--- src/rtl/scan_pkg.sv ---
// Shared types and sizes for the 8-row matrix scan sequencer.
package scan_pkg;

    localparam int NROWS = 8;
    localparam int ROW_W = 3;
    localparam int COL_W = 8;

    typedef enum logic [1:0] {
        ST_IDLE  = 2'd0,
        ST_BLANK = 2'd1,
        ST_DRIVE = 2'd2
    } scan_state_e;

    function automatic int max_int(input int a, input int b);
        return (a > b) ? a : b;
    endfunction

endpackage

--- src/rtl/scan_fbuf.sv ---
// Double-buffered 8x8 frame store: host writes the back buffer, the
// scanner reads the front buffer, and a swap flips which is which.
module scan_fbuf
    import scan_pkg::*;
(
    input  logic             clk,
    input  logic             rst,
    input  logic             wr_en,
    input  logic [ROW_W-1:0] wr_addr,
    input  logic [COL_W-1:0] wr_data,
    input  logic             swap,
    input  logic [ROW_W-1:0] rd_addr,
    output logic [COL_W-1:0] rd_data
);

    logic [COL_W-1:0] mem_q [2][NROWS];
    logic             front_q;

    // Back-buffer write uses the pre-swap select, so a write in the swap
    // cycle ends up in the new front buffer.
    always_ff @(posedge clk) begin
        if (rst) begin
            front_q <= 1'b0;
            for (int b = 0; b < 2; b++) begin
                for (int r = 0; r < NROWS; r++) begin
                    mem_q[b][r] <= '0;
                end
            end
        end else begin
            if (wr_en) begin
                mem_q[~front_q][wr_addr] <= wr_data;
            end
            if (swap) begin
                front_q <= ~front_q;
            end
        end
    end

    assign rd_data = mem_q[front_q][rd_addr];

endmodule

--- src/rtl/scan_seq8.sv ---
// Row-scan sequencer: BLANK/DRIVE phase timing per row, row index and
// column data outputs, and tear-free front/back swap at frame end.
module scan_seq8
    import scan_pkg::*;
#(
    parameter int PRESCALE = 4,
    parameter int BLANK    = 1
)
(
    input  logic             clk,
    input  logic             rst,
    input  logic             en,
    input  logic             wr_en,
    input  logic [ROW_W-1:0] wr_addr,
    input  logic [COL_W-1:0] wr_data,
    input  logic             swap_req,
    output logic [ROW_W-1:0] row_sel,
    output logic             row_en,
    output logic [COL_W-1:0] col_data,
    output logic             frame_done,
    output logic             swap_ack
);

    localparam int CNT_W = $clog2(max_int(BLANK, PRESCALE) + 1);
    localparam logic [CNT_W-1:0] BLANK_LAST = CNT_W'(BLANK - 1);
    localparam logic [CNT_W-1:0] DRIVE_LAST = CNT_W'(PRESCALE - 1);
    localparam logic [ROW_W-1:0] LAST_ROW   = ROW_W'(NROWS - 1);

    scan_state_e      state_q;
    logic [CNT_W-1:0] cnt_q;
    logic [ROW_W-1:0] row_sel_q;
    logic             row_en_q;
    logic [COL_W-1:0] col_data_q;
    logic             frame_done_q;
    logic             swap_ack_q;
    logic             swap_pending_q;

    logic             drive_end;
    logic             swap_fire;
    logic [COL_W-1:0] front_row;

    assign drive_end = (state_q == ST_DRIVE) && (cnt_q == DRIVE_LAST);
    assign swap_fire = drive_end && (row_sel_q == LAST_ROW) &&
                       (swap_pending_q || swap_req);

    scan_fbuf u_fbuf (
        .clk     (clk),
        .rst     (rst),
        .wr_en   (wr_en),
        .wr_addr (wr_addr),
        .wr_data (wr_data),
        .swap    (swap_fire),
        .rd_addr (row_sel_q),
        .rd_data (front_row)
    );

    // Scan FSM with phase counter and registered outputs.
    always_ff @(posedge clk) begin
        if (rst) begin
            state_q        <= ST_IDLE;
            cnt_q          <= '0;
            row_sel_q      <= '0;
            row_en_q       <= 1'b0;
            col_data_q     <= '0;
            frame_done_q   <= 1'b0;
            swap_ack_q     <= 1'b0;
            swap_pending_q <= 1'b0;
        end else begin
            frame_done_q <= 1'b0;
            swap_ack_q   <= 1'b0;
            if (swap_fire) begin
                swap_pending_q <= 1'b0;
            end else if (swap_req) begin
                swap_pending_q <= 1'b1;
            end

            case (state_q)
                ST_IDLE: begin
                    cnt_q      <= '0;
                    row_sel_q  <= '0;
                    row_en_q   <= 1'b0;
                    col_data_q <= '0;
                    state_q    <= en ? ST_BLANK : ST_IDLE;
                end
                ST_BLANK: begin
                    if (cnt_q == BLANK_LAST) begin
                        state_q    <= ST_DRIVE;
                        cnt_q      <= '0;
                        row_en_q   <= 1'b1;
                        col_data_q <= front_row;
                    end else begin
                        cnt_q      <= cnt_q + CNT_W'(1);
                        row_en_q   <= 1'b0;
                        col_data_q <= '0;
                    end
                end
                ST_DRIVE: begin
                    if (cnt_q == DRIVE_LAST) begin
                        // en is only honoured here, once the row has finished.
                        cnt_q        <= '0;
                        row_en_q     <= 1'b0;
                        col_data_q   <= '0;
                        frame_done_q <= (row_sel_q == LAST_ROW);
                        swap_ack_q   <= swap_fire;
                        if (en) begin
                            state_q   <= ST_BLANK;
                            row_sel_q <= row_sel_q + ROW_W'(1);
                        end else begin
                            state_q   <= ST_IDLE;
                            row_sel_q <= '0;
                        end
                    end else begin
                        cnt_q      <= cnt_q + CNT_W'(1);
                        row_en_q   <= 1'b1;
                        col_data_q <= front_row;
                    end
                end
                default: begin
                    state_q    <= ST_IDLE;
                    cnt_q      <= '0;
                    row_sel_q  <= '0;
                    row_en_q   <= 1'b0;
                    col_data_q <= '0;
                end
            endcase
        end
    end

    assign row_sel    = row_sel_q;
    assign row_en     = row_en_q;
    assign col_data   = col_data_q;
    assign frame_done = frame_done_q;
    assign swap_ack   = swap_ack_q;

endmodule

--- config.mk ---
export PLATFORM = sky130hd
export DESIGN_NAME = scan_seq8
export DESIGN_NICKNAME = d
export VERILOG_FILES = /design/src/rtl/scan_pkg.sv /design/src/rtl/scan_fbuf.sv /design/src/rtl/scan_seq8.sv
export SDC_FILE = /design/constraint.sdc
export NUM_CORES = 1
export LEC_CHECK = 0
export BUFFER_PORTS_ARGS = -buffer_cell sky130_fd_sc_hd__buf_4
export CAP_MARGIN = 20
export CORE_UTILIZATION = 57
export DETAILED_ROUTE_END_ITERATION = 10
export GPL_ROUTABILITY_DRIVEN = 0
export GPL_TIMING_DRIVEN = 1
export PLACE_DENSITY = 0.71
export SYNTH_ARGS = -nofsm -noshare
export SYNTH_HDL_FRONTEND = slang
export SYNTH_SLANG_ARGS = --single-unit
export TNS_END_PERCENT = 5
--- constraint.sdc ---
create_clock -name clk -period 6.2 [get_ports clk]
set_input_delay 1.24 -clock clk [delete_from_list [all_inputs] [get_ports clk]]
set_output_delay 1.24 -clock clk [all_outputs]
set_load 0.05 [all_outputs]
==> results by group <==
Critical path
  – Worst Path Max Fanout: 28
  – CP endpoint kind: flop
  – Crit path required time: 6.40 ns
  – Startpoint types: input port
  – Last element of the critical path: u_fbuf.mem_q[0][2]$_SDFFCE_PN0P_
  – Worst R2R Path Depth: 4
  – R2R Path End: col_data[7]$_SDFF_PP0_
  – Critical path class: in2reg
  – Critical path startpoint: rst
  – Reg2Reg Setup Slack: about 4 ns
  – CP Data Arrival Time: 3.06 ns

Clock network
  – Root Buffer: clkbuf_8
  – CTS Buffer Depth: 2
  – Worst skew pair latency: 0.53 ns
  – Post-CTS Setup Bufs: 0
  – CTS Sinks: 150
  – Total CTS buffers: 17
  – Clk slew on worst S/H paths: 0.06 ns
  – TritonCTS clock tree: done
  – # resized after CTS: 0
  – H-tree depth: 4
  – Hold_buf cts: 0

Timing
  – Fin. Hold Viols: 0
  – Setup tns final: 0 ns
  – Fmax: 349 MHz
  – Worst-Margin Slew: 0.728 ns
  – Slew headroom: between 50% and 60%
  – RSZ-0062 raised after global routing: false
  – Worst Skew: 0.00571 ns
  – Setup violations, final: 0
  – Clock period minus worst slack: 2.86 ns
  – WHS: 0.465 ns
  – Tcrit/Tclk final: between 40% and 50%
  – Max-slew violations: 0

Drt
  – Drt wl/cell: 24.1 µm
  – Vias: 3635
  – TritonRoute pass-1 iters: 5
  – Via density: between 6 and 7
  – Detailed Route Iter0 Violations: 294
  – Remaining DRCs: 0
  – Drt total wl: 14.2 mm
  – Antenna viol nets, final: 0

Yosys
  – Synthesized cell area: 6350 µm²
  – Top cells by area, synth: edfxtp_1 (61%), dfxtp_1 (6.9%), mux4_1 (6.6%)
  – Top-area cell type share of the netlist area: 60.6%
  – Net count of the mapped netlist: roughly 430
  – YS warnings: 0
  – #FFs+latches synth: 150
  – Leading area contributor after synthesis: edfxtp_1
  – Post-synthesis sequential area ratio: 67.5%
  – Cells after Synth: between 400 and 500
  – Post-Syn Area per Cell: between 15 and 20 µm²
  – Post-synth cell types: 39

Run status
  – Status: complete, no violations

Layout
  – Design area: approximately 7200 µm²
  – Filler cells: 744
  – Most frequent cells in the layout: edfxtp_1 (128), nor2_1 (80), buf_4 (30), dfxtp_1 (21)
  – Area of the multi-input gates: 1890 µm²
  – Layout area overhead: 14.1%
  – Diode count: 0
  – Fin util: 66.8%
  – Most common cell after layout, fill and taps aside: edfxtp_1
  – Final #Nets: approximately 460
  – Seq. cell area: 4290 µm²
  – Share of cells above drive strength 1: 21.2%

Pwr
  – Pwr Total: roughly 2.2 mW
  – Pwr dens: 307 nW/µm²
  – Peak supply drop: 228 µV
  – Leak: between 2 and 3 nW

Die
  – Die width: 108 µm
  – Row count: 38
  – Core Area: 10800 µm²
  – Initial Utilization: 58.6%
  – Die area: 11600 µm²
  – Die H: between 100 and 150 µm
  – Ports: 30

GRT
  – Global route overflow: 0
  – First-pass GRT wire length: approximately 21 mm
  – Largest net degree at the start of global routing: 36
  – Initial antenna violation count: 0
  – Total routing usage reported by global routing: 27.2%
  – Vias in the first global route: between 3000 and 4000

Placement
  – PortBufs: 29
  – Hpwl dp: 9.72 mm
  – Cell Area, Placed: about 6600 µm²

Worst hold path
  – HP Class: reg2reg
  – Min-delay src: cnt_q[0]$_SDFF_PP0_

Job
  – MaxCap Viol Count: 0
[logic make-up after synthesis]
family | count (synthesis) | share of synthesized area [%]
fa+ha+maj | 10 | 1.97
flops | 150 | 67.5
buf+inv | 35 | 2.76
compound gates | 30 | 3.67
mux | 48 | 15.0
simple gates | 130 | 9.13
[metal layers]
layer | track usage, % | wire, µm
met2 | 43.0 | 7050
met4 | 10.1 | 270
met3 | 6.66 | 1250
met1 | 36.9 | 5640
met5 | 0 | 0
[cell usage after synthesis]
| master | number |
|---|---|
| nor2_1 | 80 |
| nand3b_1 | 2 |
| nor3_1 | 4 |
| nand2b_1 | 12 |
| mux4_1 | 16 |
| or3_1 | 1 |
| a311oi_1 | 1 |
| o2111ai_1 | 1 |
| nor2b_1 | 3 |
| nor3b_1 | 1 |
| o21ai_0 | 4 |
| buf_2 | 2 |
| or3b_2 | 1 |
| a21o_1 | 5 |
| a2bb2o_2 | 3 |
| nand4b_1 | 1 |
| and3b_1 | 1 |
| clkbuf_1 | 13 |
| mux2_2 | 8 |
| nand3_1 | 4 |
| dfxtp_1 | 22 |
| inv_1 | 16 |
| a31o_2 | 2 |
| clkbuf_2 | 1 |
| a2bb2o_1 | 4 |
| buf_12 | 2 |
| a21oi_1 | 8 |
| nand4_1 | 2 |
| nand2_1 | 15 |
| mux4_2 | 16 |
| buf_6 | 1 |
| a2bb2o_4 | 1 |
| and2_1 | 1 |
| edfxtp_1 | 128 |
| and3_1 | 1 |
| ha_1 | 10 |
| mux2i_1 | 8 |
| and2b_2 | 1 |
| a31oi_1 | 1 |
[worst min-delay path by stage]
stage,slack (ns),to,depth (start not counted)
2_1_floorplan,0.43,cnt_q[0]$_SDFF_PP0_,1
3_3_place_gp,0.44,cnt_q[0]$_SDFF_PP0_,1
3_5_place_dp,0.47,cnt_q[0]$_SDFF_PP0_,1
4_1_cts,0.48,cnt_q[0]$_SDFF_PP0_,1
5_1_grt,0.50,cnt_q[0]$_SDFF_PP0_,1
6_report,0.47,cnt_q[0]$_SDFF_PP0_,1
[flip-flops by register name (all words and copies together) (netlist names), named ones only]
register and count:
cnt_q 3, col_data 8, frame_done 1, row_en 1, row_sel 3, state_q 2
swap_ack 1, swap_pending_q 1, u_fbuf.front_q 1, u_fbuf.mem_q 128
[stage by stage]
stage / cells / setup WS [ns]
6_report: 589 / 3.34
3_5_place_dp: 554 / 2.84
5_1_grt: 589 / 3.19
4_1_cts: 586 / 2.94
3_3_place_gp: 554 / 3.01
2_1_floorplan: 403 / 3.38
[power breakdown]
group	switching [mW]	internal [mW]
combinational	0.0747	0.0370
clock	0.389	0.569
sequential	0.0157	1.14
total	0.480	1.75
[worst max-delay path, cell delays in order]
cell	delay (ns)
buf_4	0.21
nor2b_1	0.61
and3_1	0.35
nand3_1	0.27
nand2b_1	0.38
[cell type report]
| cell class | count | area share [%] |
|---|---|---|
| multi-input combinational | 218 | 26.1 |
| tap | 140 | 2.42 |
| sequential | 150 | 59.2 |
| clock buffer | 19 | 5.82 |
| timing repair buffer | 33 | 3.87 |
| clock inverter | 13 | 1.81 |
| inverter | 16 | 0.829 |
Power figures use the tool's default switching activity.
